[src/rtl/proc_clk_ctrl_pkg.sv]
// ---------------------------------------------------------------------------
// proc_clk_ctrl_pkg
// Shared definitions for the processor clock-control stage: FSM state
// encodings (also shown on the panel LEDs) and default parameter values
// shared by the top level and the divider wrapper.
// No ports.
// ---------------------------------------------------------------------------
package proc_clk_ctrl_pkg;

  typedef enum logic [1:0] {
    ST_IDLE = 2'b00,
    ST_RUN  = 2'b01,
    ST_STEP = 2'b10,
    ST_HALT = 2'b11
  } state_t;

  // Consecutive stable inclk cycles before a button level change is accepted.
  localparam logic [15:0] DEB_CYCLES_DEF = 16'd50000;

  // Default width of the executed-cycle counter.
  localparam int CNT_W_DEF = 16;

endpackage

[src/rtl/proc_clk_ctrl_if.sv]
// ---------------------------------------------------------------------------
// proc_clk_ctrl_if
// Panel/processor-side signal bundle of the clock-control stage.
//   run_sw      run switch, level, asynchronous
//   step_btn    raw single-step pushbutton, active-high, bouncing
//   halt_req    processor END/halt indication, synchronous to inclk
//   resume      one-cycle pulse that clears HALT
//   div_ena     enable to the slow-clock divider
//   proc_ce     processor clock-enable, one inclk cycle wide
//   state       current FSM state, for LEDs
//   cycle_count number of proc_ce pulses issued
// Modports: master = clock controller, slave = panel/processor side.
// ---------------------------------------------------------------------------
interface proc_clk_ctrl_if #(
  parameter int CNT_W = 16
);

  logic             run_sw;
  logic             step_btn;
  logic             halt_req;
  logic             resume;
  logic             div_ena;
  logic             proc_ce;
  logic [1:0]       state;
  logic [CNT_W-1:0] cycle_count;

  modport master (
    input  run_sw, step_btn, halt_req, resume,
    output div_ena, proc_ce, state, cycle_count
  );

  modport slave (
    output run_sw, step_btn, halt_req, resume,
    input  div_ena, proc_ce, state, cycle_count
  );

endinterface

[src/rtl/proc_clk_ctrl_btn_debounce.sv]
// ---------------------------------------------------------------------------
// btn_debounce
// Synchronises a raw, bouncing pushbutton into the inclk domain, accepts a
// level change only after DEB_CYCLES consecutive stable cycles, and emits a
// one-cycle event on each accepted 0->1 change. Reused for other panel
// buttons.
//   inclk  system clock
//   rst_n  asynchronous active-low reset
//   raw    raw button input, asynchronous
//   level  debounced button level
//   evt    one-cycle pulse on an accepted press
// ---------------------------------------------------------------------------
module btn_debounce
  import proc_clk_ctrl_pkg::*;
#(
  parameter logic [15:0] DEB_CYCLES = DEB_CYCLES_DEF
) (
  input  logic inclk,
  input  logic rst_n,
  input  logic raw,
  output logic level,
  output logic evt
);

  logic        raw_meta;
  logic        raw_s;
  logic [15:0] stable_cnt;

  // Two-flop synchroniser for the asynchronous button input.
  always_ff @(posedge inclk or negedge rst_n) begin
    if (!rst_n) begin
      raw_meta <= 1'b0;
      raw_s    <= 1'b0;
    end else begin
      raw_meta <= raw;
      raw_s    <= raw_meta;
    end
  end

  // The counter only runs while the synced input disagrees with the accepted
  // level; any agreement restarts it, so bounces shorter than DEB_CYCLES are
  // swallowed. The event fires only when the new accepted level is 1.
  always_ff @(posedge inclk or negedge rst_n) begin
    if (!rst_n) begin
      stable_cnt <= 16'd0;
      level      <= 1'b0;
      evt        <= 1'b0;
    end else if (raw_s == level) begin
      stable_cnt <= 16'd0;
      evt        <= 1'b0;
    end else if (stable_cnt >= DEB_CYCLES - 16'd1) begin
      stable_cnt <= 16'd0;
      level      <= raw_s;
      evt        <= raw_s;
    end else begin
      stable_cnt <= stable_cnt + 16'd1;
      evt        <= 1'b0;
    end
  end

endmodule

[src/rtl/proc_clk_ctrl.sv]
// ---------------------------------------------------------------------------
// proc_clk_ctrl
// Processor clock-control stage downstream of the slow-clock divider. Turns
// each slow_clk rising edge into a one-inclk-cycle processor clock-enable
// while running, supports single-step and halt, drives the divider enable
// and counts executed cycles for the display.
//   inclk     system clock; all logic on its rising edge
//   rst_n     asynchronous active-low reset
//   slow_clk  slow clock from the divider, asynchronous to inclk
//   bus       proc_clk_ctrl_if master: run_sw, step_btn, halt_req, resume in;
//             div_ena, proc_ce, state, cycle_count out
// ---------------------------------------------------------------------------
module proc_clk_ctrl
  import proc_clk_ctrl_pkg::*;
#(
  parameter logic [15:0] DEB_CYCLES = DEB_CYCLES_DEF,
  parameter int          CNT_W      = CNT_W_DEF
) (
  input  logic                  inclk,
  input  logic                  rst_n,
  input  logic                  slow_clk,
  proc_clk_ctrl_if.master       bus
);

  state_t           state_q;
  state_t           state_d;
  logic             proc_ce_q;
  logic             proc_ce_d;
  logic             div_ena_q;
  logic             div_ena_d;
  logic [CNT_W-1:0] count_q;

  logic sclk_meta, sclk_s, sclk_prev;
  logic run_meta, run_sw_s;
  logic rise;
  logic step_evt;
  logic step_level_unused;

  // Debounced press events for single-step; the level itself is not needed
  // here because the FSM reacts only to the press edge.
  btn_debounce #(
    .DEB_CYCLES (DEB_CYCLES)
  ) u_step_deb (
    .inclk (inclk),
    .rst_n (rst_n),
    .raw   (bus.step_btn),
    .level (step_level_unused),
    .evt   (step_evt)
  );

  // Synchronisers for slow_clk and run_sw, plus the slow_clk edge register.
  always_ff @(posedge inclk or negedge rst_n) begin
    if (!rst_n) begin
      sclk_meta <= 1'b0;
      sclk_s    <= 1'b0;
      sclk_prev <= 1'b0;
      run_meta  <= 1'b0;
      run_sw_s  <= 1'b0;
    end else begin
      sclk_meta <= slow_clk;
      sclk_s    <= sclk_meta;
      sclk_prev <= sclk_s;
      run_meta  <= bus.run_sw;
      run_sw_s  <= run_meta;
    end
  end

  assign rise = sclk_s & ~sclk_prev;

  // State and registered outputs.
  always_ff @(posedge inclk or negedge rst_n) begin
    if (!rst_n) begin
      state_q   <= ST_IDLE;
      proc_ce_q <= 1'b0;
      div_ena_q <= 1'b0;
    end else begin
      state_q   <= state_d;
      proc_ce_q <= proc_ce_d;
      div_ena_q <= div_ena_d;
    end
  end

  // Next state and next outputs. The pulse for a step is registered on entry
  // to STEP so it is high exactly while STEP is the current state. In RUN a
  // halt request beats a same-cycle rise, and dropping run_sw discards it.
  always_comb begin
    state_d   = state_q;
    proc_ce_d = 1'b0;
    case (state_q)
      ST_IDLE: begin
        if (run_sw_s) begin
          state_d = ST_RUN;
        end else if (step_evt) begin
          state_d   = ST_STEP;
          proc_ce_d = 1'b1;
        end
      end
      ST_RUN: begin
        if (bus.halt_req) begin
          state_d = ST_HALT;
        end else if (!run_sw_s) begin
          state_d = ST_IDLE;
        end else if (rise) begin
          proc_ce_d = 1'b1;
        end
      end
      ST_STEP: begin
        state_d = bus.halt_req ? ST_HALT : ST_IDLE;
      end
      ST_HALT: begin
        if (bus.resume) begin
          state_d = ST_IDLE;
        end
      end
      default: begin
        state_d = ST_IDLE;
      end
    endcase
    div_ena_d = (state_d == ST_RUN);
  end

  // Executed-cycle counter; wraps silently, cleared by resume out of HALT.
  always_ff @(posedge inclk or negedge rst_n) begin
    if (!rst_n) begin
      count_q <= '0;
    end else if (state_q == ST_HALT && bus.resume) begin
      count_q <= '0;
    end else if (proc_ce_q) begin
      count_q <= count_q + CNT_W'(1);
    end
  end

  assign bus.state       = state_q;
  assign bus.proc_ce     = proc_ce_q;
  assign bus.div_ena     = div_ena_q;
  assign bus.cycle_count = count_q;

endmodule

[src/flat_wrapper.sv]
// flat-port wrapper written by rule: the top's interface ports become plain ports
module proc_clk_ctrl_flat import proc_clk_ctrl_pkg::*;
#(
  parameter logic [15:0] DEB_CYCLES = DEB_CYCLES_DEF,
  parameter int          CNT_W      = CNT_W_DEF
)
  (inclk, rst_n, slow_clk, bus_run_sw, bus_step_btn, bus_halt_req, bus_resume, bus_div_ena, bus_proc_ce, bus_state, bus_cycle_count);
  proc_clk_ctrl_if #(.CNT_W(CNT_W)) bus_i ();
  input  logic inclk;
  input  logic rst_n;
  input  logic slow_clk;
  input wire logic [$bits(bus_i.run_sw)-1:0] bus_run_sw;
  input wire logic [$bits(bus_i.step_btn)-1:0] bus_step_btn;
  input wire logic [$bits(bus_i.halt_req)-1:0] bus_halt_req;
  input wire logic [$bits(bus_i.resume)-1:0] bus_resume;
  output wire logic [$bits(bus_i.div_ena)-1:0] bus_div_ena;
  output wire logic [$bits(bus_i.proc_ce)-1:0] bus_proc_ce;
  output wire logic [$bits(bus_i.state)-1:0] bus_state;
  output wire logic [$bits(bus_i.cycle_count)-1:0] bus_cycle_count;
  assign bus_i.run_sw = bus_run_sw;
  assign bus_i.step_btn = bus_step_btn;
  assign bus_i.halt_req = bus_halt_req;
  assign bus_i.resume = bus_resume;
  assign bus_div_ena = bus_i.div_ena;
  assign bus_proc_ce = bus_i.proc_ce;
  assign bus_state = bus_i.state;
  assign bus_cycle_count = bus_i.cycle_count;
  proc_clk_ctrl #(.DEB_CYCLES(DEB_CYCLES), .CNT_W(CNT_W)) u_core (.inclk(inclk), .rst_n(rst_n), .slow_clk(slow_clk), .bus(bus_i));
endmodule
[config.mk]
export PLATFORM = sky130hd
export DESIGN_NAME = proc_clk_ctrl_flat
export DESIGN_NICKNAME = d
export VERILOG_FILES = /design/src/rtl/proc_clk_ctrl_pkg.sv /design/src/rtl/proc_clk_ctrl_if.sv /design/src/rtl/proc_clk_ctrl_btn_debounce.sv /design/src/rtl/proc_clk_ctrl.sv /design/src/flat_wrapper.sv
export SDC_FILE = /design/constraint.sdc
export NUM_CORES = 1
export LEC_CHECK = 0
export ABC_AREA = 1
export CAP_MARGIN = 20
export CORE_ASPECT_RATIO = 1.4
export CORE_MARGIN = 2
export CORE_UTILIZATION = 55
export DETAILED_ROUTE_END_ITERATION = 6
export GPL_ROUTABILITY_DRIVEN = 0
export HOLD_SLACK_MARGIN = 0.06
export PLACE_DENSITY = 0.75
export SLEW_MARGIN = 40
export SYNTH_ARGS = -nofsm -noshare
export SYNTH_HDL_FRONTEND = slang
export SYNTH_SLANG_ARGS = --single-unit
[constraint.sdc]
create_clock -name inclk -period 1.7 [get_ports inclk]
set_input_delay 0.34 -clock inclk [delete_from_list [all_inputs] [get_ports inclk]]
set_output_delay 0.34 -clock inclk [all_outputs]
set_load 0.05 [all_outputs]
==> impl_metrics.py <==
metrics = {
    "final_layout": {
        "layout_common_cells": "nand2_1 (66), nor2_1 (47), dfrtp_1 (45)",
        "final-seq-area_um2": 1130,
        "num-fill-cells": 331,
        "syn_to_final_growth_pct": 19.6,
        "finalNetCount": 321,
        "num_antenna_cells": 0,
        "multi_input_area_um2": 925,
        "drive_gt1_share_pct": 14.4,
        "layout_commonest_cell": "nand2_1",
    },
    "floorplanning": {
        "dieWidth_um": 57.9,
        "die-area_um2": 4600,
        "rows": 27,
        "die_y_um": 79.5,
        "initial_core_util_pct": 57.1,
        "io_pins": 27,
        "coreArea_um2": 3920,
    },
    "power_and_ir_drop": {
        "p_per_area_nw_per_um2": 1020,
        "power.total_mw": 2.74,
        "ir_drop_uv": 846,
        "power_leakage_nw": 1.37,
    },
    "critical_path": {
        "setup.worst_path.class": "reg2reg",
        "arrival_ns": 1.66,
        "startpoint": "u_core.bus.cycle_count[1]",
        "r2r_slack_ns": 0.24,
        "reg2regPathDepth": 8,
        "end_kind": "flip-flop",
        "r2r_end": "u_core.bus.cycle_count[10]",
        "critPathRequiredTime_ns": 1.90,
        "r2r-start": "u_core.bus.cycle_count[1]",
        "path_max_fanout": 6,
        "crit_path_end": "u_core.bus.cycle_count[10]",
        "startpoint_type": "flip-flop",
    },
    "clocking": {
        "clk_latency_ns": 0.30,
        "cts_buffers": 5,
        "htree_num_levels": 2,
        "post_cts_resized": 0,
        "cts.sinks": 45,
        "clk_root_buffer_cell": "clkbuf_8",
        "cts.path.max_buffers": 2,
        "clk_pin_slew_ns": 0.09,
        "cts_tree": "yes",
    },
    "synthesis": {
        "synth.distinct_cells": 27,
        "netlist_area_um2": 2240,
        "ys_warn_count": 0,
        "ys_seq_area_share_pct": 50.3,
        "ys_seq_elements": 45,
        "synth_area_per_cell_um2": 8.08,
        "synthTopCellsByArea": "dfrtp_1 (50%), nand2_1 (11%), nor2_1 (7.9%)",
        "synthesis.nets": 286,
        "syn_inst": 277,
        "synth_top_area_share_pct": 50.3,
        "synth.largest_area_cell": "dfrtp_1",
    },
    "timing": {
        "hold_violations": 0,
        "setup_violations": 0,
        "final.setup_skew_ns": 0.00819,
        "fin_ws_ns": 0.237,
        "worstMarginPinSlew_ns": 0.438,
        "slew_violations": 0,
        "max_clock_freq_mhz": 683,
        "tns_ns": 0,
        "hold_ws_ns": 0.352,
        "slew_headroom_pct": 70.8,
        "rsz0062_at_grt": "false",
        "period_minus_slack_ns": 1.46,
        "min_period_over_period_pct": 86.1,
    },
    "grt": {
        "globalRoute.totalOverflow": 0,
        "antenna_found_initial": 0,
        "grt_use_total_pct": 21.2,
        "grt_max_degree": 28,
        "grt_pass1_wl_um": 7450,
        "grt_pass1_vias": 1782,
    },
    "route": {
        "drtIter0Drc": 114,
        "drt-vias-per-instance": 5.10,
        "wire_per_inst_um": 12.1,
        "dr.pass1.iters": 4,
        "routed_wl_um": 4290,
        "post-route-drc-count": 0,
        "vias": 1814,
        "ant_nets": 0,
    },
    "run_status": {
        "status": "complete, no violations",
    },
    "place": {
        "portBuffers": 26,
        "hpwl_um": 3160,
        "dp_slack_ns": 0.107,
    },
    "min_path": {
        "hold_start": "u_core.u_step_deb.raw_meta",
        "min_path_type": "reg2reg",
    },
    "flow_run": {
        "cap_violations": 0,
    },
}
[cell usage after synthesis]
library cell and number:
inv_2 1, xor2_1 6, nor3_2 1, nand3_2 2, inv_1 39, nor2_4 1
nor2_8 1, dfrtp_1 45, o31ai_1 1, nor3_1 5, nand3_1 20, nand4_1 7
nand3_4 1, buf_8 1, xnor2_1 3, ha_1 2, o21ai_0 7, a21oi_1 11
a31oi_1 1, nor2_2 3, nand2_1 66, nand2_2 2, nor2_1 47, clkbuf_8 1
nand3b_1 1, buf_4 1, and2_1 1
[how the worst min path moves through the flow]
stage          slack (ns)                         to  cells past startpoint
2_1_floorplan        0.04  u_core.bus.cycle_count[0]                      0
3_3_place_gp         0.30  u_core.bus.cycle_count[6]                      1
3_5_place_dp         0.31  u_core.bus.cycle_count[6]                      1
4_1_cts              0.36            u_core.run_sw_s                      0
5_1_grt              0.36    u_core.u_step_deb.raw_s                      0
6_report             0.35    u_core.u_step_deb.raw_s                      0
[sequential cells by signal (all words and copies together), names as in the netlist]
| name | flops |
|---|---|
| u_core.sclk_prev | 1 |
| u_core.bus.proc_ce | 1 |
| u_core.bus.state | 2 |
| u_core.u_step_deb.raw_meta | 1 |
| u_core.u_step_deb.raw_s | 1 |
| u_core.sclk_meta | 1 |
| u_core.sclk_s | 1 |
| u_core.u_step_deb.level | 1 |
| u_core.run_sw_s | 1 |
| u_core.bus.cycle_count | 16 |
| u_core.run_meta | 1 |
| u_core.bus.div_ena | 1 |
| u_core.u_step_deb.evt | 1 |
| u_core.u_step_deb.stable_cnt | 16 |
[what timing repair did]
| item | 4_1_cts | 5_1_grt |
|---|---|---|
| buffers inserted | 0 | 0 |
| hold buffers | 1 | 0 |
| hold endpoints to repair | 18 | 0 |
| setup endpoints to repair | 0 | 0 |
[through the flow]
stage               instances  util (%)  cell area [um2]
global placement          347      64.5             2530
detailed placement        347      64.5             2530
floorplan                 277         -             2240
finish                    356      68.3             2680
global route              356      68.3             2680
CTS                       356      68.3             2680
[kinds of logic after synthesis]
| group | Yosys count | share of synthesized area, % |
|---|---|---|
| AO/OA/AOI/OAI | 20 | 4.64 |
| XOR/XNOR | 9 | 3.52 |
| adder cells (fa/ha/maj) | 2 | 1.12 |
| buffers and inverters | 43 | 8.33 |
| flip-flops | 45 | 50.3 |
| AND/OR/NAND/NOR | 158 | 32.0 |
[per-layer routing]
metal | track usage [%] | share of wire [%] | vias up
li1 | - | - | 933
met1 | 23.7 | 43 | 837
met2 | 38.1 | 52 | 36
met3 | 3.40 | 3.3 | 8
met4 | 10.9 | 2.1 | 0
met5 | 0 | 0 | -
[critical path, cell delays in order, from the launching register on]
cell     delay (ns)
dfrtp_1        0.45
ha_1           0.23
nand2_1        0.10
nor2_4         0.18
nand3_1        0.13
nand2_1        0.10
nand2_1        0.05
o21ai_0        0.06
inv_1          0.05
[area by class of cell]
cell class / count / area share (%)
Inverter: 40 / 5.61
Clock buffer: 5 / 2.57
Sequential cell: 45 / 42.1
Clock inverter: 3 / 2.57
Timing Repair Buffer: 31 / 10.6
Multi-Input combinational cell: 189 / 34.6
Tap cell: 43 / 2.01
[where the power goes]
| group | internal, mW | switching (mW) | total, mW |
|---|---|---|---|
| registers | 1.14 | 0.0863 | 1.22 |
| clock network | 0.591 | 0.373 | 0.964 |
| logic | 0.185 | 0.367 | 0.552 |
(Power assumes the default switching activity.)
